## config.mk

```make
export PLATFORM = sky130hd
export DESIGN_NAME = i2s_receiver
export DESIGN_NICKNAME = d
export VERILOG_FILES = /design/src/rtl/i2s_receiver.sv
export SDC_FILE = /design/constraint.sdc
export NUM_CORES = 1
export LEC_CHECK = 0
export BUFFER_PORTS_ARGS = -buffer_cell sky130_fd_sc_hd__buf_2
export CORE_UTILIZATION = 60
export DETAILED_ROUTE_END_ITERATION = 7
export PLACE_DENSITY = 0.86
export REMOVE_ABC_BUFFERS = 1
export SLEW_MARGIN = 20
export SYNTH_ARGS = -nofsm -noshare
export SYNTH_HDL_FRONTEND = slang
export SYNTH_SLANG_ARGS = --single-unit
```

## constraint.sdc

```tcl
create_clock -name clk -period 8.6 [get_ports clk]
set_input_delay 0.43 -clock clk [delete_from_list [all_inputs] [get_ports clk]]
set_output_delay 0.43 -clock clk [all_outputs]
set_load 0.02 [all_outputs]
```

## src/rtl/i2s_receiver.sv

```systemverilog
// rtl/i2s_receiver.sv - I2S serial receiver with clk-domain sample FIFO
// Optional macro I2S_RX_OVERFLOW_COUNT_EN enables the 16-bit dropped-word counter.
module i2s_receiver #(
  parameter int FIFO_DEPTH = 8
) (
  input  logic        clk,
  input  logic        rst,
  input  logic        enable,
  input  logic        i2s_clock,
  input  logic        i2s_lr,
  input  logic        i2s_data,
  output logic [23:0] audio_data,
  output logic        audio_lr_bit,
  output logic        audio_data_valid,
  input  logic        audio_data_ack,
  output logic        overflow,
  output logic [15:0] overflow_count
);

  localparam int AW = (FIFO_DEPTH > 1) ? $clog2(FIFO_DEPTH) : 1;
  localparam logic [AW:0] DEPTH_W = (AW+1)'(FIFO_DEPTH);
  localparam logic [AW:0] PTR_ONE = (AW+1)'(1);

  typedef enum logic [1:0] {IDLE, SYNC, RUN} state_t;

  logic [1:0]  clk_sync;
  logic [1:0]  lr_sync;
  logic [1:0]  data_sync;
  logic        clk_prev;
  logic        strobe;
  logic        lr_s;
  logic        data_s;

  state_t      state;
  logic        lr_prev;
  logic        prev_valid;
  logic [23:0] shift;
  logic [4:0]  bit_count;
  logic [23:0] shift_next;
  logic [4:0]  bit_idx;
  logic        lr_change;
  logic        push;
  logic [24:0] push_word;

  logic [24:0] mem [FIFO_DEPTH];
  logic [AW:0] wr_ptr;
  logic [AW:0] rd_ptr;
  logic [AW:0] count;
  logic        full;
  logic        pop;
  logic        wr_en;
  logic [24:0] head;

  // Data and word select share the bit clock's synchronizer depth so they stay aligned to the strobe.
  always_ff @(posedge clk) begin
    if (rst) begin
      clk_sync  <= 2'b00;
      lr_sync   <= 2'b00;
      data_sync <= 2'b00;
      clk_prev  <= 1'b0;
    end else begin
      clk_sync  <= {clk_sync[0], i2s_clock};
      lr_sync   <= {lr_sync[0], i2s_lr};
      data_sync <= {data_sync[0], i2s_data};
      clk_prev  <= clk_sync[1];
    end
  end

  assign strobe = clk_sync[1] & ~clk_prev;
  assign lr_s   = lr_sync[1];
  assign data_s = data_sync[1];

  always_comb begin
    shift_next = shift;
    bit_idx    = 5'd23 - bit_count;
    if (bit_count < 5'd24) begin
      shift_next[bit_idx] = data_s;
    end
  end

  // The bit sampled on an LR change still belongs to the previous word (one-bit I2S delay).
  assign lr_change = (lr_s != lr_prev);
  assign push      = enable && (state == RUN) && strobe && lr_change;
  assign push_word = {lr_prev, shift_next};

  always_ff @(posedge clk) begin
    if (rst || !enable) begin
      state      <= IDLE;
      lr_prev    <= 1'b0;
      prev_valid <= 1'b0;
      shift      <= 24'h0;
      bit_count  <= 5'd0;
    end else begin
      case (state)
        IDLE: state <= SYNC;
        SYNC: begin
          if (strobe) begin
            lr_prev    <= lr_s;
            prev_valid <= 1'b1;
            if (prev_valid && lr_change) begin
              state <= RUN;
            end
          end
        end
        RUN: begin
          if (strobe) begin
            lr_prev <= lr_s;
            if (lr_change) begin
              shift     <= 24'h0;
              bit_count <= 5'd0;
            end else begin
              shift <= shift_next;
              if (bit_count < 5'd24) begin
                bit_count <= bit_count + 5'd1;
              end
            end
          end
        end
        default: state <= IDLE;
      endcase
    end
  end

  assign count            = wr_ptr - rd_ptr;
  assign full             = (count == DEPTH_W);
  assign audio_data_valid = (count != '0);
  assign pop              = audio_data_valid && audio_data_ack;
  assign wr_en            = push && (!full || pop) && !rst;

  always_ff @(posedge clk) begin
    if (wr_en) begin
      mem[wr_ptr[AW-1:0]] <= push_word;
    end
  end

  always_ff @(posedge clk) begin
    if (rst || !enable) begin
      wr_ptr   <= '0;
      rd_ptr   <= '0;
      overflow <= 1'b0;
    end else begin
      if (pop) begin
        rd_ptr <= rd_ptr + PTR_ONE;
      end
      if (wr_en) begin
        wr_ptr <= wr_ptr + PTR_ONE;
      end else if (push) begin
        overflow <= 1'b1;
      end
    end
  end

`ifdef I2S_RX_OVERFLOW_COUNT_EN
  logic [15:0] ovf_cnt;

  always_ff @(posedge clk) begin
    if (rst || !enable) begin
      ovf_cnt <= 16'h0;
    end else if (push && full && !pop && (ovf_cnt != 16'hFFFF)) begin
      ovf_cnt <= ovf_cnt + 16'd1;
    end
  end

  assign overflow_count = ovf_cnt;
`else
  assign overflow_count = 16'h0;
`endif

  // Head is masked while empty so flushed or never-written entries never reach the outputs.
  assign head         = mem[rd_ptr[AW-1:0]];
  assign audio_data   = audio_data_valid ? head[23:0] : 24'h0;
  assign audio_lr_bit = audio_data_valid & head[24];

endmodule
```

Word-level counts from Yosys, hierarchy flattened:

Memories as Yosys holds them, arrays and structs flattened. A register that Yosys moved wholly into a read port is not among the register bits.
Index checks and enable logic that the tools add are counted.

* add/subtract/negate cells: 5
* multiply operators: 0
* divide/modulo/power cells: 0
* $lt $le $gt $ge: 3
* eq/ne operators: 6
* shift-type cells: 0
* mux-type cells: 15
* bitwise gates (word level): 5
* reductions and logical operators: 23

Operators with widths (number)
* 24-bit 2-to-1 mux: 3
* 24-bit bitwise mux: 1
* 5-bit 2-to-1 mux: 2
* 4-bit by 1-bit adder with 4-bit output, second input constant: 2
* 1-bit logical AND: 8
* 2-bit AND reduction: 4
* 5-bit by 6-bit < comparator with 1-bit output, second input constant: 1
* 3-bit 2-to-1 mux: 2
* 2-bit case mux with 3 select lines: 1
* 3-bit AND reduction: 2
* 5-bit by 1-bit adder with 5-bit output, second input constant: 1
* 1-bit demux with 5-bit select: 1
* 5-bit by 1-bit greater-or-equal comparator with 1-bit output, second input constant: 1
* 5-bit < comparator, second input constant: 1
* 5-bit subtractor, first input constant: 1
* 4-bit == test, second input constant: 1
* 2-bit 2-to-1 mux: 2
* 2-bit != test, second input constant: 2
* 4-bit nonzero test: 1
* 4-bit subtractor: 1
* 1-bit zero test: 3
* 1-bit 2-to-1 mux: 3
* 1-bit inverter: 3
* 1-bit AND: 2
* 7 further kinds: 8

* register bits: 49
* bits in latches: 0
* RAM bits: 200
* bits in read-only memories: 0
* bits of input ports: 7
* output and inout bits: 43
* word-level logic and storage cells: 70
* memories: 1

Memories
* mem: depth 8, width 25, rd ports 1, clocked after Yosys merged registers in 1, wr ports 1, RTL line 45 `logic [24:0] mem [FIFO_DEPTH];`

Longest topological paths before layout:

* depth after elaboration: 8
* mapped depth: 10
* gate-level depth less buffers: 7

Worst setup path after synthesis:

OpenSTA, ideal clock, no wires.

* path kind: register -> register
* from: register wr_ptr[0]
* to: memory mem[4][0] (enable)
* setup time: 480 ps
* arrival: 4321 ps
* required time: 8120 ps
* setup slack: 3799 ps
* cell stages (with the launch flop): 10
* path buffers: 2
* clock period less this slack: 4801 ps
* path through: dfxtp_1 > clkbuf_1 > inv_1 > ha_1 > nand3b_1 > and3_4 > o2111ai_1 > nand2b_1 > clkbuf_1 > nor4b_1

* word-level cells in the longest chain between the ends: 8
* elaborated cells on any way between the ends: 10
* classes of those cells: 1 x add/sub; 1 x eq/ne; 2 x mux; 6 x reduce/logical

Ends and longest elaborated chain
* start, declared: RTL line 46 `logic [AW:0] wr_ptr;`
* start signal, assigned: RTL line 146 `wr_ptr <= wr_ptr + PTR_ONE;`
* 4-bit subtractor: RTL line 124 `assign count = wr_ptr - rd_ptr;`
* 4-bit == test or 4-bit nonzero test (tied branches): RTL line 125, 126
* 1-bit zero test or 1-bit logical AND (tied branches): RTL line 128, 127
* 1-bit logical OR: RTL line 128 `assign wr_en = push && (!full || pop) && !rst;`
* 1-bit logical AND (2 in a row): RTL line 128
* 1-bit 2-to-1 mux: RTL line 131 `if (wr_en) begin`
* 1-bit 2-to-1 mux (implied by the code): RTL line 132 `mem[wr_ptr[AW-1:0]] <= push_word;`
* end, declared: RTL line 45

Several ways; a longest one is shown, not always the timed one.

Final worst setup path:

* from: register wr_ptr[2]
* to: output audio_data[19]

* word-level cells in the longest chain between the ends: 3

Ends and longest elaborated chain
* 4-bit subtractor: RTL line 124
* 4-bit nonzero test: RTL line 126 `assign audio_data_valid = (count != '0);`
* 24-bit 2-to-1 mux: RTL line 171 `assign audio_data = audio_data_valid ? head[23:0] : 24'h0;`
* end, declared: RTL line 12 `output logic [23:0] audio_data,`

Every way passes these cells.

==> results.md <==
* Clock share of power at roughly 46%
* Syn-to-layout area delta at 12.22%
* Register bit total from synthesis at 252
* Worst vdd ir at around 150 uV
* ANT cells at 0
* WP data arrival at ~3.3 ns
* Crit Path Class: reg -> out
* Bufs on Longest Clock Path at 3
* Row count at 47
* Syn avg cell area at 16.30 um2
* Final nets at 685
* Combinational share of power at less than 1%
* Vias in the first global route at 5789
* Hold-fix buffers, CTS at 0
* Core area at 16640 um2
* Sw Pwr at ~450 uW
* Placed inst area at between 10000 and 15000 um2
* DRT iter0 DRCs at approximately 390
* ANT nets after route at 0
* I/O pins at 50
* Fin Clk Skew at 0.01586 ns
* Buffers on Ports at 33
* GRT Total Usage at between 20% and 30%
* TritonCTS Buffers at 25
* Final wirelength at 19360 um
* Min-Delay Path Depth at 2
* YS warnings at 0
* GR Overflow Total at 0
* Worst Setup SP: wr_ptr[2]$_SDFFE_PP0P_
* Setup crit start kind: register
* Internal at ~2.0 mW
* Skew-Pair Late Insertion Delay at 0.52 ns
* Power, Total at ~2.5 mW
* Height of the die at around 130 um
* Final hold vios at 0
* Reg-to-reg setup timing slack at around 5.0 ns
* Leak at about 3.6 nW
* Outcome: finished clean
* Sequential Power Share at between 50 and 60%
* Period minus WS final at approximately 3.7 ns
* Die width at between 100 and 150 um
* Detailed Routing Iterations Pass 1 at 7
* Mapped cell area at 10250 um2
* First-pass GRT wire length at between 30000 and 40000 um
* Syn Inst Count at 629
* Worst hold path startpoint: i2s_data
* Setup crit end kind: output pin
* WL met3 at between 1000 and 1500 um
* Sink Count at 252
* Drt drc at 0
* Setup TNS at 0 ns
* Top_reg_cell synth: edfxtp_1
* Initial antenna violation count at 0
* GP Congestion at around 0.8
* FF-to-FF Start: wr_ptr[2]$_SDFFE_PP0P_
* Non-Filler Instances at ~900
* Clock transition at path regs at 0.06 ns
* Vias post-DR at ~5500
* Fmax achieved at between 200 and 300 MHz
* CTS tree: done
* Synth unique cells at 43
* Routed len/inst at 21.44 um
* Sw Share at a little under a fifth
* Worst EP required at approximately 8 ns
* Cells after DPL at ~860
* Post-Route M1 WL at 8261 um
* Post-DP HPWL at 11050 um
* Largest net degree at the start of global routing at 51
* Post-cts repair resize count at 0
* Worst hold endpoint: data_sync[0]$_SDFF_PP0_
* Asr flop ratio synth at 0%
* Number of flops mapped to enable cells by yosys at 200
* Reg2Reg Depth at 7
* Pwr Density at 213.6 nW/um2
* Register area share after synthesis at a little under 70%
* MaxCap Viol Count at 0
* Number of H-tree levels at 1
* Actual slew at the worst max-slew pin at 1.079 ns
* Slew headroom at 27.66%
* Crit Path Max Fanout at 23
* Root buf cell: clkbuf_16
* Met2 WL post-DR at approximately 9300 um
* Die area at roughly 18000 um2
* Starting density of the core at slightly above 60%
* Hold WC Path Type: in -> reg
* RSZ-0062 raised after global routing: no
* Final period utilization at 43.23%
* Vias/cell at 6.120
* # setup viols final at 0
* Reg-to-reg endpoint: mem[3][19]$_DFFE_PP_
* Total setup buffers inserted after CTS at 0
* Cell area after layout at between 10000 and 15000 um2
* Max Used Layer: met4
* Fraction of layout cells with a size suffix above 1 at 25.18%
* Final Slew Violations at 0
## synthesized netlist by cell type, drive strengths merged, types with 2 or more instances
cell	n	share of area (%)
edfxtp	200	59
nor2	70	2.6
dfxtp	52	10
mux4	50	11
buf	27	1.7
mux2i	26	2.5
clkbuf	25	0.92
a22oi	24	1.8
mux2	24	2.6
nand2	20	0.73
a21oi	13	0.63
ha	12	1.5
inv	11	0.40
o21ai	10	0.49
nand2b	9	0.55
nor2b	9	0.55
nand3	5	0.24
nor3	5	0.24
nor4b	3	0.26
or3	3	0.18
xor2	3	0.26
and3b	2	0.17
nand3b	2	0.15
nand4	2	0.12
nor4	2	0.12
o211ai	2	0.15
o31ai	2	0.15
or4	2	0.15
xnor2	2	0.17
## critical path, cell delays in order, from the launching register on
cell and delay (ns):
dfxtp_1 0.56, ha_1 0.34, a21oi_1 0.30, a21oi_1 0.18, and4b_1 0.71, buf_4 0.42
nor2_1 0.09, buf_2 0.17
## through the flow
stage,hold WS [ns],setup WS [ns],util [%]
6_report,0.1215,4.883,69.12
5_1_grt,0.1179,4.711,69.12
4_1_cts,0.1100,4.906,69.12
3_5_place_dp,0.4451,5.021,63.87
3_3_place_gp,0.4317,5.254,63.87
2_1_floorplan,0.4138,3.927,-
## worst max-delay path by stage
stage                                      end  slack [ns]  cells past startpoint
after floorplan            mem[4][0]$_DFFE_PP_        3.93                      6
after global placement    mem[3][13]$_DFFE_PP_        5.25                      7
after detailed placement  mem[3][13]$_DFFE_PP_        5.02                      7
after CTS                       audio_data[11]        4.91                      7
after global routing            audio_data[19]        4.71                      7
final                           audio_data[19]        4.88                      7
## layout make-up
type	count	area [um2]
Sequential cell	252	7052
Fill cell	1056	5140
Tap cell	220	275.3
Timing Repair Buffer	47	270.3
Clock buffer	31	678.2
Multi-Input combinational cell	329	2992
Clock inverter	13	193.9
Inverter	11	41.29
## power groups by stage
| stage | registers, mW | clock network (mW) | logic [mW] |
|---|---|---|---|
| finish | 1.30 | 1.14 | 0.0171 |
| floorplan | 1.33 | 0 | 0.0122 |
| global placement | 1.33 | 0 | 0.0163 |
| CTS | 1.30 | 1.15 | 0.0168 |
| detailed placement | 1.33 | 0 | 0.0169 |
| global route | 1.30 | 1.20 | 0.0190 |
## layout by cell type (no fill, tap or decap), types with 9 or more instances in the layout
cell type,Yosys,final
inv_1,11,11
buf_4,16,14
buf_2,8,33
nand2_1,20,20
o21ai_0,10,10
dfxtp_1,52,50
ha_1,12,12
nand2b_1,9,9
edfxtp_1,200,200
nor2_1,70,69
a21oi_1,13,13
clkbuf_16,0,25
nor2b_1,9,9
a22oi_1,24,24
mux4_2,50,50
mux2_2,24,24
mux2i_1,26,26
conb_1,1,16
## metal layers
metal,track usage (%),vias up
li1,-,2463
met1,30.79,2809
met2,37.69,200
met3,4.138,54
met4,9.259,0
met5,0,-
## sequential cells by signal, indices dropped and copies added, names as in the netlist, named ones only
signal,count
state,2
clk_sync,2
shift,24
wr_ptr,4
mem,200
bit_count,5
lr_sync,2
overflow,1
rd_ptr,4
data_sync,2
clk_prev,1
lr_prev,1
prev_valid,1
## kinds of logic (layout without fill, tap and decap cells)
group           after synthesis  in the layout  share of synthesized area (%)
xor+xnor                      5              5                         0.4273
mux                         100            100                          16.16
fa+ha+maj                    12             12                          1.465
compound gates               56             56                          3.625
other cells                   1             16                        0.03659
flops                       252            252                          68.75
buf+inv                      63            102                          2.991
simple gates                140            140                          6.543
Power figures use the tool's default switching activity.
